File: src/rtl/pred_upd_ctrl.sv
// Branch resolution buffer between EX and the predictor: queues resolved branches,
// drains one per cycle into the predictor update port, and sequences mispredict flushes.
module pred_upd_ctrl #(
  parameter int DEPTH     = 4,
  parameter int PTR_W     = 2,
  parameter int FLUSH_CYC = 2
) (
  input  logic        clk,
  input  logic        rst,
  input  logic        ex_valid,
  input  logic        ex_is_br,
  input  logic [31:0] ex_pc,
  input  logic [31:0] ex_target,
  input  logic        ex_taken,
  input  logic        ex_pred_taken,
  input  logic [31:0] ex_pred_addr,
  input  logic        upd_hold,
  output logic        ex_stall,
  output logic        is_br,
  output logic [31:0] addr_ex,
  output logic [31:0] jmp_addr,
  output logic        jmp,
  output logic        flush,
  output logic [31:0] redirect_addr,
  output logic [31:0] br_cnt,
  output logic [31:0] mis_cnt
);

  localparam int CNT_W = (FLUSH_CYC > 1) ? $clog2(FLUSH_CYC) : 1;
  localparam logic [PTR_W:0]   FULL_CNT  = (PTR_W+1)'(DEPTH);
  localparam logic [CNT_W-1:0] FCNT_INIT = CNT_W'(FLUSH_CYC - 1);

  typedef struct packed {
    logic [31:0] pc;
    logic [31:0] target;
    logic        taken;
  } entry_t;

  typedef enum logic {IDLE, FLUSH} state_t;

  entry_t           mem_q [DEPTH];
  entry_t           mem_d [DEPTH];
  logic [PTR_W-1:0] wptr_q, wptr_d, rptr_q, rptr_d;
  logic [PTR_W:0]   count_q, count_d;
  state_t           state_q, state_d;
  logic [CNT_W-1:0] fcnt_q, fcnt_d;
  logic [31:0]      redirect_q, redirect_d;
  logic             is_br_q, is_br_d, jmp_q, jmp_d;
  logic [31:0]      addr_ex_q, addr_ex_d, jmp_addr_q, jmp_addr_d;
  logic [31:0]      br_cnt_q, br_cnt_d, mis_cnt_q, mis_cnt_d;

  logic        empty, deq, stall, acc, mispred;
  logic [31:0] next_pc;

  // While flushing, EX carries wrong-path instructions, so nothing from it is accepted.
  assign empty   = (count_q == '0);
  assign deq     = !empty && !upd_hold;
  assign stall   = (count_q == FULL_CNT) && !deq;
  assign acc     = ex_valid && ex_is_br && (state_q == IDLE) && !stall;
  assign mispred = (ex_taken != ex_pred_taken) ||
                   (ex_taken && ex_pred_taken && (ex_target != ex_pred_addr));
  assign next_pc = ex_taken ? ex_target : ex_pc + 32'd4;

  always_comb begin
    mem_d      = mem_q;
    wptr_d     = wptr_q;
    rptr_d     = rptr_q;
    count_d    = count_q;
    is_br_d    = deq;
    addr_ex_d  = addr_ex_q;
    jmp_addr_d = jmp_addr_q;
    jmp_d      = jmp_q;
    br_cnt_d   = br_cnt_q;
    mis_cnt_d  = mis_cnt_q;
    if (acc) begin
      mem_d[wptr_q] = '{pc: ex_pc, target: ex_target, taken: ex_taken};
      wptr_d        = wptr_q + PTR_W'(1);
      if (br_cnt_q != '1) br_cnt_d = br_cnt_q + 32'd1;
      if (mispred && (mis_cnt_q != '1)) mis_cnt_d = mis_cnt_q + 32'd1;
    end
    // The head is read from the registered array, so a same-cycle write to that slot is safe.
    if (deq) begin
      rptr_d     = rptr_q + PTR_W'(1);
      addr_ex_d  = mem_q[rptr_q].pc;
      jmp_addr_d = mem_q[rptr_q].target;
      jmp_d      = mem_q[rptr_q].taken;
    end
    case ({acc, deq})
      2'b10:   count_d = count_q + (PTR_W+1)'(1);
      2'b01:   count_d = count_q - (PTR_W+1)'(1);
      default: count_d = count_q;
    endcase
  end

  always_comb begin
    state_d    = state_q;
    fcnt_d     = fcnt_q;
    redirect_d = redirect_q;
    case (state_q)
      IDLE: begin
        if (acc && mispred) begin
          state_d    = FLUSH;
          fcnt_d     = FCNT_INIT;
          redirect_d = next_pc;
        end
      end
      FLUSH: begin
        if (fcnt_q == '0) state_d = IDLE;
        else              fcnt_d  = fcnt_q - CNT_W'(1);
      end
      default: state_d = IDLE;
    endcase
  end

  always_ff @(posedge clk or negedge rst) begin
    if (!rst) begin
      for (int i = 0; i < DEPTH; i++) mem_q[i] <= '0;
      wptr_q     <= '0;
      rptr_q     <= '0;
      count_q    <= '0;
      state_q    <= IDLE;
      fcnt_q     <= '0;
      redirect_q <= '0;
      is_br_q    <= 1'b0;
      addr_ex_q  <= '0;
      jmp_addr_q <= '0;
      jmp_q      <= 1'b0;
      br_cnt_q   <= '0;
      mis_cnt_q  <= '0;
    end else begin
      mem_q      <= mem_d;
      wptr_q     <= wptr_d;
      rptr_q     <= rptr_d;
      count_q    <= count_d;
      state_q    <= state_d;
      fcnt_q     <= fcnt_d;
      redirect_q <= redirect_d;
      is_br_q    <= is_br_d;
      addr_ex_q  <= addr_ex_d;
      jmp_addr_q <= jmp_addr_d;
      jmp_q      <= jmp_d;
      br_cnt_q   <= br_cnt_d;
      mis_cnt_q  <= mis_cnt_d;
    end
  end

  assign ex_stall      = stall;
  assign is_br         = is_br_q;
  assign addr_ex       = addr_ex_q;
  assign jmp_addr      = jmp_addr_q;
  assign jmp           = jmp_q;
  assign flush         = (state_q == FLUSH);
  assign redirect_addr = redirect_q;
  assign br_cnt        = br_cnt_q;
  assign mis_cnt       = mis_cnt_q;

endmodule

File: config.mk
export PLATFORM = sky130hd
export DESIGN_NAME = pred_upd_ctrl
export DESIGN_NICKNAME = d
export VERILOG_FILES = /design/src/rtl/pred_upd_ctrl.sv
export SDC_FILE = /design/constraint.sdc
export NUM_CORES = 1
export LEC_CHECK = 0
export CORE_MARGIN = 1
export CORE_UTILIZATION = 43
export CTS_CLUSTER_DIAMETER = 60
export DETAILED_ROUTE_END_ITERATION = 7
export HOLD_SLACK_MARGIN = 0.15
export PLACE_DENSITY = 0.71
export SLEW_MARGIN = 20
export SYNTH_ARGS = -nofsm -noshare
export SYNTH_HDL_FRONTEND = slang
export SYNTH_SLANG_ARGS = --single-unit
File: constraint.sdc
create_clock -name clk -period 2.1 [get_ports clk]
set_input_delay 0.21 -clock clk [delete_from_list [all_inputs] [get_ports clk]]
set_output_delay 0.21 -clock clk [all_outputs]
set_load 0.005 [all_outputs]
* Word level (Yosys, flattened, before mapping)
Index checks and enable logic that the tools add are counted.
** Word-level totals
- Bits in registers :: 431
- Word-level logic and storage cells :: 80
** Operators by class
- $add $sub $neg :: 8
- Magnitude comparators :: 3
- Equal/unequal tests :: 8
- Multiplexer cells :: 14
- Bitwise operators :: 3
- Reduce and logical (&&, ||, !) cells :: 20
** Operators by type and width (count)
- bitwise mux 260 bit :: 1
- two-way mux 65 bit :: 3
- binary-select mux 65 bit (select 2 bit) :: 1
- demux 65 bit (select 2 bit) :: 1
- adder 32 x 1 -> 32 bit (second input constant) :: 2
- != test 32 bit (second input constant) :: 2
- adder 32 x 3 -> 32 bit (second input constant) :: 1
- two-way mux 32 bit :: 1
- != test 32 bit :: 1
- logical AND 1 bit :: 10
- >= comparator 3 bit (second input constant) :: 2
- inverter 2 -> 3 bit :: 2
- one-hot mux 3 bit (2 select lines) :: 1
- AND reduction 2 bit :: 3
- adder 2 x 1 -> 2 bit (second input constant) :: 2
- logical NOT 1 bit :: 4
- two-way mux 1 bit :: 4
- one-hot mux 1 bit (2 select lines) :: 2
- adder 3 x 1 -> 3 bit (second input constant) :: 1
- == test 3 bit (second input constant) :: 1
- logical NOT 3 bit :: 1
- < comparator 3 x 1 -> 1 bit (second input constant) :: 1
- subtractor 3 x 1 -> 3 bit (second input constant) :: 1
- == test 2 x 1 -> 1 bit (second input constant) :: 1
- 7 further kinds :: 7

* Depth between registers and ports, before layout
- Depth in word-level cells :: 10
- Mapped depth :: 9
- Depth with buffers taken out :: 7

* Worst setup path before layout
No wires, ideal clock.
- Kind :: input to register
- Start :: input port ex_pc[5]
- End :: register redirect_q[26], in the netlist redirect_addr[26]
- Arrival :: 1.818 ns
- Data required time :: 1.975 ns
- Slack :: 0.158 ns
- Stages :: 8
- Buffers on the path :: 1
- Cells stage by stage :: buf_2 -> and3_1 -> nand4_1 -> nor3_2 -> nand3_1 -> xnor2_1 -> mux2_2 -> mux2_2
** On the way
- Word-level cells in the longest chain between the ends :: 2
** Ends and longest elaborated chain
- from (decl) :: RTL line 12 : input logic [31:0] ex_pc,
- adder 32 x 3 -> 32 bit :: RTL line 62 : assign next_pc = ex_taken ? ex_target : ex_pc + 32'd4;
- two-way mux 32 bit :: RTL line 62
- to (signal assigned) :: RTL line 137 : redirect_q <= redirect_d;
- to (decl) :: RTL line 47 : logic [31:0] redirect_q, redirect_d;
No other way between the ends.
A chain may end at the register's enable or synchronous reset.

* Worst setup path in the final report
- Start :: register state_q, in the netlist flush
- End :: register redirect_q[9], in the netlist redirect_addr[9]
** On the way
- Word-level cells in the longest chain between the ends :: 5
** Ends and longest elaborated chain
- from (decl) :: RTL line 45 : state_t state_q, state_d;
- from (signal assigned) :: RTL line 135 : state_q <= state_d;
- inverter 1 bit (no line) *
- logical AND 1 bit (2 in a row) :: RTL line 59 : assign acc = ex_valid && ex_is_br && (state_q == IDLE) && !stall;
- logical AND 1 bit :: RTL line 101 : if (acc && mispred) begin
- AND reduction 2 bit (no line) *
Mark *: on every way between the ends. The rest lies on a longest branch, timed or not.

==> summary.md <==
| Metric | Value |
|---|---|
| Outcome | `finished, violations left` |
| Violated checks | `negative setup slack` |
| Die W | `approximately 210 µm` |
| Slew of the pin with the lowest slew margin | `about 0.6 ns` |
| Synth unique cells | `42` |
| Synth Flop Type | `dfrtp_1` |
| RSZ-0062 raised after global routing | `yes` |
| Reg2Reg Setup Slack | `-0.03 ns` |
| Crit-path cells | `nand3b_1 > a31oi_4 > buf_12 > nand2_4 > o21ai_4 > buf_12 > clkbuf_16 > mux2_2` |
| Worst Skew | `0.0181 ns` |
| Final Hold Slack | `between 0.2 and 0.25 ns` |
| CTS Buf Count | `46` |
| Power Density | `1320 mW/mm²` |
| Slew Viols, Final | `0` |
| # DRC | `0` |
| WL/cell | `roughly 21 µm` |
| Row count | `77` |
| VDD IR-drop max | `0.775 mV` |
| Final period util | `102%` |
| Initial antenna violation count | `6` |
| Max Freq | `about 470 MHz` |
| Via density | `around 5.3` |
| EDFF count, synth | `0` |
| First-pass iteration count of the detailed router | `7` |
| DR iter-0 viols | `704` |
| Nature of the critical path startpoint | `flop` |
| Total gr overflow | `0` |
| Critical Path Most Common Cell | `buf_12` |
| First-pass GRT wire length | `81.1 mm` |
| TritonCTS clock tree | `done` |
| Fillers | `3526` |
| Antenna diodes | `0` |
| Synth area leader | `dfrtp_1` |
| Synthesized instance count | `between 1000 and 1500` |
| Area growth, synth to finish | `33.9%` |
| Clock transition at path regs | `0.06 ns` |
| Fin util | `58.6%` |
| Reg2Reg Depth | `8` |
| P_leak | `11.3 nW` |
| Worst-Skew Late Latency | `between 0.5 and 0.6 ns` |
| R2r endpoint | `redirect_addr[9]` |
| Reg2reg start | `flush` |
| Critical Path Source | `flush` |
| Final setup viols | `22` |
| Routed Antenna Nets | `0` |
| Top-count cell post-synth | `dfrtp_1` |
| Pwr Total | `0.0343 W` |
| CP Capture Type | `flop` |
| CP Depth | `8` |
| Hold Crit Class | `primary input to async pin` |
| Post-route minimum period | `roughly 2.1 ns` |
| I/O Buffers | `266` |
| Max-cap viol count | `0` |
| Fin. Hold Viols | `0` |
| Cell Count, Final, Fillers Out | `2424` |
| Post-synth top cells | `dfrtp_1 (431), mux2_2 (344), nand2_1 (77)` |
| Sequential share of the synthesized area | `55.5%` |
| Buf/Inv on CP | `3` |
| Num Clock Sinks | `~430` |
| Slowest CP cell | `dfrtp_1` |
| Die area | `0.0461 mm²` |
| Flops & latches, synth | `431` |
| Synthesized area | `slightly below 0.02 mm²` |
| Routed WL | `52.0 mm` |
| Synth Area per Inst | `14.1 µm²` |
| Critical path's top delay family | `compound AO/OA/AOI/OAI gates` |
| Yosys warnings | `0` |
| Dpl cells | `between 2000 and 2500` |
| CP Class | `flop to flop` |
| Post-route setup TNS | `-0.398 ns` |
| Layout Nets | `approximately 1900` |
| Vias in the first global route | `13600` |
| Total GRT Usage | `22.8%` |
| Clock buffer depth | `3` |
| Mapped Nets | `roughly 1500` |
| Post-synth top area share | `between 50% and 60%` |
| Largest net degree at the start of global routing | `69` |
| GP Congestion | `0.826` |
| Worst-path fanout max | `6` |
| Io pins | `267` |
| Worst EP required | `2.56 ns` |
| Crit path largest cell delay | `between 0.4 and 0.5 ns` |
| Die Ht | `215 µm` |
| CP Capture Point | `redirect_addr[9]` |
| Final worst setup slack | `-0.0347 ns` |
| FFs w/ async S/R, synth | `100%` |
| Critical path data arrival time | `approximately 2.6 ns` |
| Core area | `0.0444 mm²` |
| Rel. slew slack | `59.9%` |
| Clk root buf | `clkbuf_16` |
| Synth area leaders | `dfrtp_1 (55%), mux2_2 (20%), mux4_2 (7.5%)` |
| H-tree Lvls | `2` |
| DP HPWL | `36.9 mm` |
| Layout cells sized above 1 | `38.6%` |
| Routed vias | `between 10000 and 15000` |
| Initial Utilization | `43.8%` |
## registers in the layout (all words and copies together) (netlist names), 2 cells and up
name           flops
count_q            3
mem_q            260
rptr_q             2
jmp_addr          32
wptr_q             2
redirect_addr     32
br_cnt            32
mis_cnt           32
addr_ex           32
## per-stage QoR
step / area [µm²] / setup slack (ns)
final: 26000 / -0.0347
after global routing: 26000 / -0.0718
after CTS: 25700 / 0.00100
after detailed placement: 24100 / -0.902
after global placement: 24100 / -0.880
after floorplan: 19400 / 0.158
## repair_timing
item,4_1_cts,5_1_grt
hold buffers,1,0
cloned,0,6
pin swaps,2,12
setup endpoints to repair,72,71
setup buffers,2,15
resized for setup,6,35
hold endpoints to repair,431,0
## per-layer routing
metal	part of all wire (%)	track usage (%)	routed length [µm]
met4	2.7	7.60	1390
met3	5.0	4.82	2590
met2	48	36.1	24800
met1	44	31.3	23100
met5	0.14	0	73
## area by class of cell
class,instances,area (µm²),area share [%]
sequential,431,10800,41.5
multi-input combinational,851,8400,32.3
timing repair buffer,452,4510,17.3
clock buffer,64,1330,5.11
tap,592,741,2.85
clock inverter,17,191,0.735
inverter,17,63.8,0.245
## power breakdown
group | switching, W | total (W) | internal [W]
Sequential | 0.00210 | 0.0141 | 0.0120
Clock | 0.00333 | 0.00812 | 0.00480
Combinational | 0.00422 | 0.0121 | 0.00784
Total | 0.00965 | 0.0343 | 0.0246
## worst min path at each step
stage | depth (start not counted) | to | slack (ns) | startpoint
final | 2 | mem_q[42] | 0.21 | rst
after global routing | 2 | mem_q[42] | 0.24 | rst
after CTS | 2 | mem_q[42] | 0.21 | rst
after detailed placement | 1 | mem_q[42] | 0.24 | rst
after global placement | 1 | mem_q[107] | 0.23 | rst
after floorplan | 0 | addr_ex[0] | -0.09 | rst
## cell usage in the layout, fill, tap and decap left out, drive strengths merged, types with 2 or more instances in the layout
master / synthesis / layout
dfrtp: 431 / 431
mux2: 344 / 344
clkdlybuf4s50: 0 / 263
buf: 44 / 183
nand2: 77 / 77
xnor2: 74 / 74
clkbuf: 35 / 68
mux4: 65 / 65
xor2: 51 / 51
nand4: 40 / 40
o21ai: 39 / 39
nor2: 33 / 33
nand3: 31 / 31
and3: 24 / 24
inv: 17 / 18
nor3: 15 / 15
clkinv: 0 / 12
and4: 10 / 10
nor4: 10 / 10
ha: 8 / 8
a21oi: 8 / 8
o22ai: 6 / 6
and2: 4 / 4
mux2i: 3 / 3
bufinv: 0 / 3
a21o: 2 / 2
a31oi: 2 / 2
## kinds of logic (layout without fill, tap and decap cells)
family | after synthesis | in the layout | share of synthesized area, %
XOR/XNOR | 125 | 125 | 5.63
buffers and inverters | 96 | 550 | 2.16
adder cells (fa/ha/maj) | 9 | 9 | 0.618
multiplexers | 412 | 412 | 27.6
AO/OA/AOI/OAI | 57 | 57 | 1.66
AND/OR/NAND/NOR | 248 | 248 | 6.87
flip-flops | 431 | 431 | 55.5
(Power assumes the default switching activity.)
